`src/rtl/traffic_light_pkg.sv`:
```
// traffic_light_pkg: phase, colour and monitor state types shared by the traffic light blocks
package traffic_light_pkg;
  typedef enum logic [1:0] {PH_G1R2 = 2'd0, PH_Y1R2 = 2'd1, PH_R1G2 = 2'd2, PH_R1Y2 = 2'd3} phase_e;
  typedef enum logic [1:0] {COL_R = 2'd0, COL_Y = 2'd1, COL_G = 2'd2} colour_e;
  typedef enum logic [1:0] {ST_IDLE = 2'd0, ST_SYNC_WAIT = 2'd1, ST_TRACK = 2'd2} mon_state_e;
  function automatic phase_e next_phase(input phase_e p);
    return phase_e'(p + 2'd1);
  endfunction
endpackage

```
`src/rtl/lamp_decode.sv`:
```
// lamp_decode: maps one light's three lamps to a colour, valid only when exactly one lamp is lit
module lamp_decode
  import traffic_light_pkg::*;
(
  input  logic    red,
  input  logic    yellow,
  input  logic    green,
  output colour_e colour,
  output logic    valid
);
  always_comb begin
    colour = green ? COL_G : yellow ? COL_Y : COL_R;
    valid  = (red + yellow + green) == 2'd1;
  end
endmodule

```
`src/rtl/traffic_light_monitor.sv`:
```
// traffic_light_monitor: decodes lamp outputs into phases and flags safety, order and dwell violations
module traffic_light_monitor
  import traffic_light_pkg::*;
#(
  parameter int GREEN_CYCLES  = 250000000,
  parameter int YELLOW_CYCLES = 100000000,
  parameter int CNT_W         = 32
) (
  input  logic        clk,
  input  logic        rst,
  input  logic        red1,
  input  logic        yellow1,
  input  logic        green1,
  input  logic        red2,
  input  logic        yellow2,
  input  logic        green2,
  output logic [1:0]  phase,
  output logic        phase_valid,
  output logic [15:0] cycle_count,
  output logic        err_illegal,
  output logic        err_conflict,
  output logic        err_sequence,
  output logic        err_timing,
  output logic        err_any
);
  localparam logic [CNT_W-1:0] G_DWELL = CNT_W'(GREEN_CYCLES);
  localparam logic [CNT_W-1:0] Y_DWELL = CNT_W'(YELLOW_CYCLES);
  localparam logic [CNT_W-1:0] SAT     = CNT_W'(GREEN_CYCLES + 1);
  colour_e c1, c2;
  logic v1, v2;
  lamp_decode u_light1 (.red(red1), .yellow(yellow1), .green(green1), .colour(c1), .valid(v1));
  lamp_decode u_light2 (.red(red2), .yellow(yellow2), .green(green2), .colour(c2), .valid(v2));
  mon_state_e state_q, state_d;
  phase_e phase_q, phase_d, smp;
  logic phase_valid_q, phase_valid_d;
  logic [15:0] cycle_q, cycle_d;
  logic [CNT_W-1:0] dwell_q, dwell_d, dwell_inc, dwell_exp;
  logic [3:0] err_q, err_d;
  logic err_any_q, err_any_d;
  logic ill, conf, all_red;
  // err bits: {illegal, conflict, sequence, timing}
  always_comb begin
    ill       = !v1 || !v2;
    conf      = !ill && c1 != COL_R && c2 != COL_R;
    all_red   = !ill && c1 == COL_R && c2 == COL_R;
    smp       = c1 == COL_G ? PH_G1R2 : c1 == COL_Y ? PH_Y1R2 : c2 == COL_G ? PH_R1G2 : PH_R1Y2;
    dwell_exp = phase_q[0] ? Y_DWELL : G_DWELL;
    dwell_inc = dwell_q == SAT ? dwell_q : dwell_q + CNT_W'(1);
    state_d       = state_q;
    phase_d       = phase_q;
    phase_valid_d = phase_valid_q;
    cycle_d       = cycle_q;
    dwell_d       = dwell_q;
    err_d         = err_q;
    if (ill || conf || all_red) begin
      err_d         = err_q | {ill, conf, all_red, 1'b0};
      state_d       = ST_SYNC_WAIT;
      phase_valid_d = 1'b0;
    end else if (state_q == ST_IDLE || !phase_valid_q) begin
      phase_d       = smp;
      phase_valid_d = 1'b1;
      dwell_d       = CNT_W'(1);
      state_d       = ST_SYNC_WAIT;
    end else if (smp == phase_q) begin
      dwell_d = dwell_inc;
      if (state_q == ST_TRACK && dwell_q == dwell_exp) begin
        err_d[0] = 1'b1;
        state_d  = ST_SYNC_WAIT;
      end
    end else if (smp == next_phase(phase_q)) begin
      phase_d = smp;
      dwell_d = CNT_W'(1);
      if (state_q != ST_TRACK) state_d = ST_TRACK;
      else if (dwell_q != dwell_exp) begin
        err_d[0] = 1'b1;
        state_d  = ST_SYNC_WAIT;
      end else if (phase_q == PH_R1Y2) cycle_d = cycle_q + 16'd1;
    end else begin
      err_d[1] = 1'b1;
      phase_d  = smp;
      dwell_d  = CNT_W'(1);
      state_d  = ST_SYNC_WAIT;
    end
    err_any_d = |err_d;
  end
  always_ff @(posedge clk) begin
    if (rst) begin
      state_q       <= ST_IDLE;
      phase_q       <= PH_G1R2;
      phase_valid_q <= 1'b0;
      cycle_q       <= '0;
      dwell_q       <= '0;
      err_q         <= '0;
      err_any_q     <= 1'b0;
    end else begin
      state_q       <= state_d;
      phase_q       <= phase_d;
      phase_valid_q <= phase_valid_d;
      cycle_q       <= cycle_d;
      dwell_q       <= dwell_d;
      err_q         <= err_d;
      err_any_q     <= err_any_d;
    end
  end
  assign phase        = phase_q;
  assign phase_valid  = phase_valid_q;
  assign cycle_count  = cycle_q;
  assign err_illegal  = err_q[3];
  assign err_conflict = err_q[2];
  assign err_sequence = err_q[1];
  assign err_timing   = err_q[0];
  assign err_any      = err_any_q;
endmodule

```
`config.mk`:
```
export PLATFORM = sky130hd
export DESIGN_NAME = traffic_light_monitor
export DESIGN_NICKNAME = d
export VERILOG_FILES = /design/src/rtl/traffic_light_pkg.sv /design/src/rtl/lamp_decode.sv /design/src/rtl/traffic_light_monitor.sv
export SDC_FILE = /design/constraint.sdc
export NUM_CORES = 1
export LEC_CHECK = 0
export ABC_AREA = 0
export CORE_MARGIN = 10
export CORE_UTILIZATION = 57
export DETAILED_ROUTE_END_ITERATION = 8
export HOLD_SLACK_MARGIN = 0.03
export MAX_ROUTING_LAYER = met4
export PLACE_DENSITY = 0.83
export SYNTH_ARGS = -nofsm -noshare
export SYNTH_HDL_FRONTEND = slang
export SYNTH_SLANG_ARGS = --single-unit
export TNS_END_PERCENT = 30
```
`constraint.sdc`:
```
create_clock -name clk -period 4.7 [get_ports clk]
set_clock_uncertainty 0.15 [all_clocks]
set_input_delay 0.94 -clock clk [delete_from_list [all_inputs] [get_ports clk]]
set_output_delay 0.94 -clock clk [all_outputs]
set_load 0.005 [all_outputs]
```
==> qor.json <==
{
  "max_slew.worst_pin.slew_ps": 953,
  "ys_types": 52,
  "timing.hold.worst.start": "err_q[3]",
  "wl_per_cell_um": 15.5,
  "global_route.usage.total_pct": 18.4,
  "power_leakage_nw": 1.25,
  "drc_violation_count_after_routing": 0,
  "pin_count_of_the_biggest_net_entering_global_routing": 38,
  "synth_top_cells_by_count": "58 x dfxtp_1, 39 x nor2_1, 29 x a21oi_1",
  "endpoint_kind": "register",
  "placementRows": 27,
  "synth-main-ff-cell": "dfxtp_1",
  "hold_buffers": 0,
  "clock-root-buffer": "clkbuf_8",
  "postSynthNetCount": 413,
  "grt_pass1_wl_um": 13100,
  "clkSlewWorstSetupHoldPaths_ps": 70,
  "fp.dieW_um": 94.8,
  "layout.filler_cells": 441,
  "post_synth_main_area_contributors": "dfxtp_1 36%, nor2_1 4.6%, a21oi_1 4.5%, or3_1 4.3%, o21ai_0 4.1%",
  "required_ps": 4820,
  "placement.io_buffers": 31,
  "period_share_pct": 84.1,
  "holdCritPathClass": "register to register",
  "drt_wl_total_um": 7850,
  "relSlewSlack_pct": 36.4,
  "drt_pre_antenna_iters": 5,
  "yosysMostFrequentCell": "dfxtp_1",
  "route.vias.total": 3093,
  "crit_type": "input pin to register",
  "max_freq_mhz": 253,
  "yosysTopAreaCell": "dfxtp_1",
  "yosys_warnings": 0,
  "ant_nets": 0,
  "power_density_mw_per_mm2": 273,
  "peakVddDrop_mv": 0.177,
  "initial_antenna_violation_count": 0,
  "setup_viol_count_final": 0,
  "drive_gt1_share_pct": 7.37,
  "post_synth.cell_area_avg_sq_um": 8.02,
  "hold_ws_ps": 341,
  "synth_area_sq_mm": 0.00319,
  "area.growth.synth_to_final_pct": 18.6,
  "skew_pair_late_insertion_delay_ps": 340,
  "yosys_register_bits": 58,
  "crit_path_start_kind": "input pin",
  "preCtsSetupSlack_ps": 412,
  "cts_buffer_depth": 2,
  "hold_violations": 0,
  "maxCapViolCount": 0,
  "cts_num_sinks": 58,
  "drt_first_iter_violations": 296,
  "io-pin-count": 32,
  "timing.critical_path.arrival_ps": 4080,
  "dpl.hpwl_um": 5570,
  "cts_htree_levels": 3,
  "crit-reg2reg-launch": "phase[0]",
  "status": "complete, no violations",
  "mapped_cells": 398,
  "rsz0062_at_grt": "no",
  "finalWorstPathRequiredPeriod_ps": 3950,
  "cts_setup_buffers": 0,
  "fin_total_pwr_mw": 1.03,
  "count_of_flip_flops_with_a_built_in_enable_after_synthesis": 0,
  "cts_buffers": 9,
  "coreArea_sq_mm": 0.00547,
  "tritoncts": "done",
  "cts_resized": 0,
  "fin_setup_tns_ps": 0,
  "async_flop_share_pct": 0,
  "reg2reg_slack_ps": 1150,
  "setup_ws_ps": 746,
  "global_route.overflow_total": 0,
  "yosysTopAreaCellShare_pct": 36.4,
  "cp-startpoint": "green2",
  "seq_area_frac_synth_pct": 36.4,
  "finalMaxSlewViolations": 0,
  "place_congestion": 0.887,
  "num_antenna_cells": 0,
  "final_util_pct": 69.2,
  "start_util_pct": 58.3,
  "timing.critical_path.fanout_max": 18,
  "die-area_sq_mm": 0.00900,
  "vias_per_cell": 6.11,
  "fp.dieH_um": 94.8,
  "design.final.nets": 444,
  "number_of_global_route_vias_before_repair": 2749
}
layer usage:
layer | up-vias | global-route usage, % | share of wire (%) | wire length (um)
met4 | 0 | 7.48 | 1.1 | 89
li1 | 1529 | - | - | -
met2 | 107 | 28.4 | 47 | 3720
met1 | 1448 | 22.9 | 45 | 3510
met5 | - | - | 0 | 0
met3 | 9 | 3.57 | 6.7 | 528
final cells by class:
| class | instances | area [sq um] | share of cell area [%] |
|---|---|---|---|
| Inverter | 18 | 67.6 | 1.78 |
| Timing Repair Buffer | 39 | 370 | 9.78 |
| Tap cell | 72 | 90.1 | 2.38 |
| Clock inverter | 5 | 52.6 | 1.39 |
| Clock buffer | 11 | 151 | 4.00 |
| Sequential cell | 58 | 1160 | 30.7 |
| Multi-Input combinational cell | 303 | 1890 | 50.0 |
power breakdown:
group / switching (mW) / total, mW / internal (mW)
combinational: 0.0326 / 0.0581 / 0.0255
sequential: 0.00260 / 0.497 / 0.494
clock: 0.209 / 0.479 / 0.271
cells by family (layout without fill, tap and decap cells):
kind of cell / Yosys count / in the layout / share of synthesized area [%]
simple gates: 185 / 185 / 33.0
compound gates: 89 / 89 / 16.9
flops: 58 / 58 / 36.4
buf+inv: 37 / 73 / 4.35
xor+xnor: 19 / 19 / 5.21
fa+ha+maj: 7 / 7 / 3.21
mux: 3 / 3 / 0.980
final timing paths:
kind                                   endpoint  depth (start not counted)
worst max-delay path            cycle_count[13]                          8
worst min-delay path                   err_q[3]                          2
worst max register to register  cycle_count[13]                          6
worst min register to register         err_q[3]                          2
metrics by stage:
stage | instances | cell area [sq um]
global placement | 490 | 3580
CTS | 506 | 3790
global route | 506 | 3790
finish | 506 | 3790
floorplan | 398 | 3190
detailed placement | 490 | 3580
placed cells by master (no fill, tap or decap), types with 3 or more instances in the layout:
| cell | netlist | layout |
|---|---|---|
| ha_1 | 5 | 5 |
| nand4_1 | 13 | 13 |
| nand2_1 | 23 | 23 |
| o21a_1 | 3 | 3 |
| nor3_1 | 11 | 11 |
| nand2b_1 | 3 | 3 |
| a21oi_1 | 29 | 29 |
| clkinv_2 | 0 | 3 |
| o31ai_1 | 4 | 4 |
| a21o_1 | 5 | 5 |
| inv_1 | 18 | 18 |
| or3_1 | 22 | 22 |
| a31oi_1 | 7 | 7 |
| nor4bb_1 | 3 | 3 |
| clkbuf_8 | 0 | 11 |
| nor4_1 | 7 | 7 |
| and2_1 | 3 | 3 |
| nor2b_1 | 3 | 3 |
| nand3_1 | 23 | 23 |
| dfxtp_1 | 58 | 58 |
| buf_4 | 0 | 8 |
| xnor2_1 | 7 | 7 |
| nand4b_1 | 3 | 3 |
| or4_1 | 5 | 5 |
| xor2_1 | 12 | 12 |
| clkdlybuf4s50_1 | 0 | 31 |
| o21ai_0 | 26 | 26 |
| o2111ai_1 | 3 | 3 |
| or4bb_1 | 3 | 3 |
| and4_1 | 6 | 6 |
| and3_1 | 6 | 6 |
| nor2_1 | 39 | 39 |
sequential cells by signal, indices dropped and copies added, names as in the netlist:
signal / cells
cycle_count: 16
err_any: 1
state_q: 2
dwell_q: 32
phase: 2
phase_valid: 1
err_q: 4
worst max-delay path, stage by stage:
cell,delay (ps)
clkdlybuf4s50_1,620
inv_1,120
fa_1,460
and4bb_2,390
nand4_1,240
or3_1,610
or4_1,540
a21oi_1,140
No activity file was read; power rests on OpenSTA's default activity.
